**src/rtl/button_reader.sv**
```systemverilog
// Debounces N_BTN raw buttons and emits press/release/long events as pulses and as a valid-ready stream.
// Latency: BTN edge to STATE/PRESS is 2+DEBOUNCE_CYCLES cycles; a pending event reaches EV_VALID one cycle later.
// Backpressure: EV_CODE is held while EV_READY=0. An event that finds its pending bit busy is dropped and sets OVERFLOW.
//
// Ports:
//   CLK, RST_N        single clock (rising edge), asynchronous active-low reset
//   BTN               raw asynchronous button levels, active-high
//   STATE             debounced button levels
//   PRESS/RELEASE/LONG one-cycle event pulses per button
//   EV_VALID/EV_READY/EV_CODE  event stream, EV_CODE = {type[1:0], index}
//                     type 01 press, 10 release, 11 long
//   OVERFLOW          sticky lost-event flag, cleared only by reset
//
// Build option: define BUTTON_READER_LONG_PRESS_EN to include the held-time counters,
// the LONG pulses and the type-11 events. Without it, LONG is tied to 0.
module button_reader #(
  parameter int unsigned N_BTN           = 5,
  parameter int unsigned DEBOUNCE_CYCLES = 1000000,
  parameter int unsigned LONG_CYCLES     = 100000000,
  localparam int unsigned IW = (N_BTN > 1) ? $clog2(N_BTN) : 1
) (
  input  logic              CLK,
  input  logic              RST_N,
  input  logic [N_BTN-1:0]  BTN,
  output logic [N_BTN-1:0]  STATE,
  output logic [N_BTN-1:0]  PRESS,
  output logic [N_BTN-1:0]  RELEASE,
  output logic [N_BTN-1:0]  LONG,
  output logic              EV_VALID,
  input  logic              EV_READY,
  output logic [IW+1:0]     EV_CODE,
  output logic              OVERFLOW
);

  if (N_BTN < 1 || N_BTN > 16 || DEBOUNCE_CYCLES < 1 || LONG_CYCLES < 1) begin : g_bad_param
    $error("button_reader: parameter out of range");
  end

  localparam logic [1:0] TYPE_PRESS = 2'b01;
  localparam logic [1:0] TYPE_REL   = 2'b10;
  localparam logic [1:0] TYPE_LONG  = 2'b11;

  localparam int unsigned DW = $clog2(DEBOUNCE_CYCLES + 1);
  localparam logic [DW-1:0] DB_LAST = DW'(DEBOUNCE_CYCLES - 1);

  logic [N_BTN-1:0] sync1;
  logic [N_BTN-1:0] sync2;
  logic [DW-1:0]    db_cnt [N_BTN];

  logic [N_BTN-1:0] db_done;
  logic [N_BTN-1:0] press_set;
  logic [N_BTN-1:0] rel_set;
  logic [N_BTN-1:0] long_set;

  // ---------------------------------------------------------------
  // Synchronizer and debounce
  // ---------------------------------------------------------------
  // db_done marks the edge on which the DEBOUNCE_CYCLES-th consecutive
  // differing sample is seen; STATE flips and the counter clears there.
  always_comb begin
    for (int i = 0; i < N_BTN; i++) begin
      db_done[i] = (sync2[i] != STATE[i]) && (db_cnt[i] == DB_LAST);
    end
  end

  assign press_set = db_done & sync2;
  assign rel_set   = db_done & ~sync2;

  always_ff @(posedge CLK or negedge RST_N) begin
    if (!RST_N) begin
      sync1   <= '0;
      sync2   <= '0;
      STATE   <= '0;
      PRESS   <= '0;
      RELEASE <= '0;
      for (int i = 0; i < N_BTN; i++) begin
        db_cnt[i] <= '0;
      end
    end else begin
      sync1   <= BTN;
      sync2   <= sync1;
      STATE   <= STATE ^ db_done;
      PRESS   <= press_set;
      RELEASE <= rel_set;
      for (int i = 0; i < N_BTN; i++) begin
        if (sync2[i] == STATE[i] || db_done[i]) begin
          db_cnt[i] <= '0;
        end else begin
          db_cnt[i] <= db_cnt[i] + DW'(1);
        end
      end
    end
  end

  // ---------------------------------------------------------------
  // Long-press detection
  // ---------------------------------------------------------------
`ifdef BUTTON_READER_LONG_PRESS_EN
  localparam int unsigned HW = $clog2(LONG_CYCLES + 1);
  localparam logic [HW-1:0] HOLD_LAST = HW'(LONG_CYCLES - 1);
  localparam logic [HW-1:0] HOLD_MAX  = HW'(LONG_CYCLES);

  logic [HW-1:0] hold_cnt [N_BTN];

  // The count saturates at LONG_CYCLES, so the reach-condition fires only
  // once per press; a release clears it for the next press.
  always_comb begin
    for (int i = 0; i < N_BTN; i++) begin
      long_set[i] = STATE[i] && (hold_cnt[i] == HOLD_LAST);
    end
  end

  always_ff @(posedge CLK or negedge RST_N) begin
    if (!RST_N) begin
      LONG <= '0;
      for (int i = 0; i < N_BTN; i++) begin
        hold_cnt[i] <= '0;
      end
    end else begin
      LONG <= long_set;
      for (int i = 0; i < N_BTN; i++) begin
        if (!STATE[i]) begin
          hold_cnt[i] <= '0;
        end else if (hold_cnt[i] != HOLD_MAX) begin
          hold_cnt[i] <= hold_cnt[i] + HW'(1);
        end
      end
    end
  end
`else
  assign long_set = '0;
  assign LONG     = '0;
`endif

  // ---------------------------------------------------------------
  // Pending bits and event stream
  // ---------------------------------------------------------------
  logic [N_BTN-1:0] pend_press;
  logic [N_BTN-1:0] pend_rel;
  logic [N_BTN-1:0] pend_long;
  logic [N_BTN-1:0] avail_press;
  logic [N_BTN-1:0] avail_rel;
  logic [N_BTN-1:0] avail_long;
  logic             xfer;
  logic             sel_vld;
  logic [IW+1:0]    sel_code;
  logic             ovf_hit;

  assign xfer = EV_VALID && EV_READY;

  // The presented event keeps its pending bit set until it transfers.
  // avail_* is the pending set with the transferring event removed, which
  // is both what remains pending and what may be presented next.
  always_comb begin
    for (int i = 0; i < N_BTN; i++) begin
      logic hit;
      hit            = xfer && (EV_CODE[IW-1:0] == IW'(i));
      avail_press[i] = pend_press[i] && !(hit && EV_CODE[IW+1:IW] == TYPE_PRESS);
      avail_rel[i]   = pend_rel[i]   && !(hit && EV_CODE[IW+1:IW] == TYPE_REL);
      avail_long[i]  = pend_long[i]  && !(hit && EV_CODE[IW+1:IW] == TYPE_LONG);
    end
  end

  // Descending scan so the lowest index wins; within one button the later
  // assignment wins, giving press over long over release.
  always_comb begin
    sel_vld  = 1'b0;
    sel_code = '0;
    for (int i = N_BTN - 1; i >= 0; i--) begin
      if (avail_rel[i]) begin
        sel_vld  = 1'b1;
        sel_code = {TYPE_REL, IW'(i)};
      end
      if (avail_long[i]) begin
        sel_vld  = 1'b1;
        sel_code = {TYPE_LONG, IW'(i)};
      end
      if (avail_press[i]) begin
        sel_vld  = 1'b1;
        sel_code = {TYPE_PRESS, IW'(i)};
      end
    end
  end

  // A new event on a bit still pending (and not leaving this edge) is lost.
  assign ovf_hit = |((press_set & avail_press) | (rel_set & avail_rel) | (long_set & avail_long));

  always_ff @(posedge CLK or negedge RST_N) begin
    if (!RST_N) begin
      pend_press <= '0;
      pend_rel   <= '0;
      pend_long  <= '0;
      EV_VALID   <= 1'b0;
      EV_CODE    <= '0;
      OVERFLOW   <= 1'b0;
    end else begin
      // Set wins over a same-edge clear, so the event is re-presented.
      pend_press <= avail_press | press_set;
      pend_rel   <= avail_rel   | rel_set;
      pend_long  <= avail_long  | long_set;
      if (ovf_hit) begin
        OVERFLOW <= 1'b1;
      end
      if (!EV_VALID || EV_READY) begin
        EV_VALID <= sel_vld;
        EV_CODE  <= sel_code;
      end
    end
  end

endmodule

```
**config.mk**
```make
export PLATFORM = sky130hd
export DESIGN_NAME = button_reader
export DESIGN_NICKNAME = d
export VERILOG_FILES = /design/src/rtl/button_reader.sv
export SDC_FILE = /design/constraint.sdc
export NUM_CORES = 1
export LEC_CHECK = 0
export ABC_AREA = 1
export CAP_MARGIN = 15
export CELL_PAD_IN_SITES_DETAIL_PLACEMENT = 1
export CELL_PAD_IN_SITES_GLOBAL_PLACEMENT = 1
export CORE_ASPECT_RATIO = 1.25
export CORE_UTILIZATION = 30
export CTS_BUF_LIST = sky130_fd_sc_hd__clkbuf_16
export DETAILED_ROUTE_END_ITERATION = 10
export HOLD_SLACK_MARGIN = 0.15
export PLACE_DENSITY_LB_ADDON = 0.25
export SYNTH_ARGS = -nofsm -noshare
export SYNTH_HDL_FRONTEND = slang
export SYNTH_SLANG_ARGS = --single-unit
```
**constraint.sdc**
```tcl
create_clock -name CLK -period 2.8 [get_ports CLK]
set_clock_uncertainty 0.2 [all_clocks]
set_input_delay 0.7 -clock CLK [delete_from_list [all_inputs] [get_ports CLK]]
set_output_delay 0.7 -clock CLK [all_outputs]
set_load 0.01 [all_outputs]
```
==> out/results.txt <==
The flow ran to the end, and the final reports show no timing, DRC or antenna violations. The tool flagged a number of max-cap violations equal to 0. In this run the tool buffered the top-level ports with 29 buffer cells.

The number of antenna-violating nets in the routed design came out at 0. The tools report the number of DRC markers after the initial detailed-route iteration as 191. The clock root buffer is sky130_fd_sc_hd__clkbuf_16. The sum of buffers and inverters on the critical path is 1. The routed wirelength normalized by instance count is 13.5 microns, and the count of warnings emitted by yosys is 0. Adding up every negative setup slack in the final design gives 0 ps.

The via count of the first global-routing pass was 6295. Post-CTS timing repair inserted 0 buffers for setup. The congestion estimate from routability-driven global placement came to 0.749. From synthesis to final layout, the design area changed by 18.6%. The run gives 0 as the remaining global-route overflow. The logs give 15.2% for the overall routing resource usage and 17 for the TritonCTS buffer count. For this run, the post-layout net count is 929. During I/O placement, the number of pins put on the boundary was 35. The worst-case IR drop observed on VDD is 0.000424 V. The logs give 5670 for the total number of vias and 46 for the pin count of the biggest net entering global routing. The post-route worst hold slack is 153 ps.

Setup repair after global routing left no endpoint under its margin. After detailed routing, the number of vias per cell comes to 4.52. The initial antenna violation count is 0. The effective utilization at floorplan is 30.6%, and the first-pass iteration count of the detailed router is 4. The highest fanout seen on the critical path works out to 5. The die covers 0.0249 sq mm.

For this run, the slowest stage of the critical path takes 600 ps. The run gives 1.05 ps as the setup slack after placement. The global-route wire length before repair came out at 30.0 mm. For the data arrival time of the critical path, the log shows 1470 ps. TritonCTS built the clock tree. Unique cell type count in the Yosys netlist: 38. Broken down by cell family, the worst path's largest delay share belongs to buffers and inverters. The repair_antennas step left the layout with diodes totalling 0. The synthesized design contains 147 register bits. The total area inside the core boundary comes to 0.0237 sq mm. After detailed routing, the number of remaining DRC violations is 0. No sink is reached through more buffers than the 2 on the longest clock path.

The mean area per synthesized cell is 8.41 sq um. Synthesis produced 864 cells. The routed wire length is 16.9 mm, and the highest clock rate is 0.421 GHz.

The clock input transition at the sequential cells of the worst setup and hold paths came out at 60 ps. The logs give 0.00727 sq mm for the summed instance area of the synthesized netlist and 0 for the number of hold violations in the final report. Count of non-filler cells in the finished layout: 1254. The HPWL reported at the end of detailed placement is 12.6 mm, and the power per standard cell area is 613 mW/mm^2.

For the count of hold-fix buffers inserted at cts, the log shows 1. Yosys attributes the largest share of cell area to sky130_fd_sc_hd__dfrtp_1 51%, sky130_fd_sc_hd__nand2_1 7.6%, sky130_fd_sc_hd__nor2_1 6.2%, sky130_fd_sc_hd__inv_1 6.2%, sky130_fd_sc_hd__a21oi_1 3.4%. For the worst-skew pair, the clock arrives at the later sink with an insertion delay of 420 ps. Summed over all instances, the cell type with the most area after synthesis is sky130_fd_sc_hd__dfrtp_1. The H-tree was split into 4 levels. At the worst endpoint, the required time is 1900 ps. For the cell total after placement, the log shows 1221.

Clock tree synthesis found a total of 147 sinks. In the final layout, the share of cells above drive strength 1 is 13.8%. Setup violations remaining at the end of the flow were counted as 0.

The run gives 63 as the number of rows in the core area. The tools report the worst setup margin as 426 ps. The element type at the critical path end is a primary output. The tightest min-delay check is of the flip-flop to flip-flop type. The die boundary width works out to 141 microns. The signal on the critical path passes through clkdlybuf4s50_1. The type of origin of the critical path is a flip-flop. The worst setup path category is flip-flop to primary output. Sequential cells were found to cover 50.6% of the synthesized design area. The portion of synthesized cell area occupied by the leading cell type is 50.6%.

After layout, the minimum clock period comes to 2370 ps. The analysis attributes to cell leakage a power of 4.03 nW. The tools report the count of cells resized by post-cts repair as 0. For this design, the slowest cell found on the critical path is sky130_fd_sc_hd__clkdlybuf4s50_1.

The floorplan step set the die height to 176 microns. The count of fill cells added during filler insertion is 2843, and the final clock period utilization by the worst path is 84.8%. The number of max-slew violations in the final report came out at 0.
==> worst paths after layout <==
check,startpoint,to,slack [ps],cells past startpoint
setup reg to reg,db_cnt[40]$_DFF_PN0_,db_cnt[50]$_DFF_PN0_,690,9
min in group asynchronous,RST_N,db_cnt[34]$_DFF_PN0_,580,2
hold reg to reg,sync1[3]$_DFF_PN0_,sync2[3]$_DFF_PN0_,150,0
max in group asynchronous,RST_N,db_cnt[97]$_DFF_PN0_,1190,3
hold / removal,sync1[3]$_DFF_PN0_,sync2[3]$_DFF_PN0_,150,0
setup / recovery,EV_CODE[0]$_DFFE_PN0P_,EV_CODE[0],430,1
==> cells in the final DEF (no fill, tap or decap), types with 17 or more instances in the layout <==
cell                              count
sky130_fd_sc_hd__a21oi_1             50
sky130_fd_sc_hd__clkbuf_16           17
sky130_fd_sc_hd__clkdlybuf4s50_1     28
sky130_fd_sc_hd__dfrtp_1            147
sky130_fd_sc_hd__inv_1              124
sky130_fd_sc_hd__nand2_1            147
sky130_fd_sc_hd__nand3_1             35
sky130_fd_sc_hd__nand4_1             17
sky130_fd_sc_hd__nor2_1             121
sky130_fd_sc_hd__nor3_1              43
sky130_fd_sc_hd__o21ai_0             27
==> area by class of cell <==
type,instances,area (sq um),area share (%)
Sequential cell,147,3680,42.7
Tap cell,325,407,4.71
Multi-Input combinational cell,575,3020,35.0
Timing Repair Buffer,39,407,4.71
Inverter,136,510,5.92
Clock inverter,15,175,2.03
Clock buffer,17,425,4.93
==> synthesized netlist by cell type, drive strengths merged <==
library cell	n
nand2	162
conb	1
a21oi	50
inv	136
nand4	19
or2	4
nor3b	3
o21a	3
a31oi	3
xnor2	5
nand3	43
o22ai	2
buf	10
xor2	16
o21ai	38
and3	2
nor4	5
dfrtp	147
a211oi	4
nor3	61
nor2	145
ha	5
==> routing by layer <==
metal | global-route usage (%) | vias to the layer above | share of wire [%] | wire (microns)
li1 | - | 2858 | - | -
met2 | 27.5 | 40 | 52 | 8730
met3 | 2.98 | 17 | 2.4 | 404
met1 | 17.8 | 2755 | 45 | 7550
met4 | 5.30 | 0 | 1.5 | 249
met5 | 0 | - | 0 | 0
==> power breakdown <==
| part | internal, mW | switching, mW |
|---|---|---|
| Combinational | 0.226 | 0.410 |
| Clock | 1.47 | 0.880 |
| Sequential | 2.22 | 0.0872 |
| Total | 3.91 | 1.38 |
==> metrics by stage <==
stage	total power, mW	utilization, %	cell area [sq um]
finish	5.29	36.3	8620
global route	5.55	36.3	8620
CTS	5.38	36.3	8620
detailed placement	3.00	33.8	8010
global placement	2.99	33.8	8010
floorplan	2.70	-	7280
==> logic make-up after synthesis <==
logic type / share of synthesized area [%]
simple gates: 30.5
flops: 50.6
buf+inv: 8.04
compound gates: 7.42
xor+xnor: 2.53
fa+ha+maj: 0.861
other cells: 0.0516
==> worst register-to-register path: stages (launching register included) <==
cell and delay (ps):
sky130_fd_sc_hd__dfrtp_1 370, sky130_fd_sc_hd__ha_1 210, sky130_fd_sc_hd__nand3_2 150, sky130_fd_sc_hd__nor3b_2 210, sky130_fd_sc_hd__and3_1 290, sky130_fd_sc_hd__inv_2 80, sky130_fd_sc_hd__nand2_1 150, sky130_fd_sc_hd__buf_4 200
sky130_fd_sc_hd__nor2_1 60, sky130_fd_sc_hd__o21a_1 90
==> flip-flops by register name, summed over array words and instances, names as in the netlist, named ones only <==
name and count:
EV_CODE 5, EV_VALID 1, OVERFLOW 1, PRESS 5, RELEASE 5, db_cnt 100, pend_long 5, pend_press 5
pend_rel 5, sync1 5, sync2 5
(Power assumes the default switching activity.)
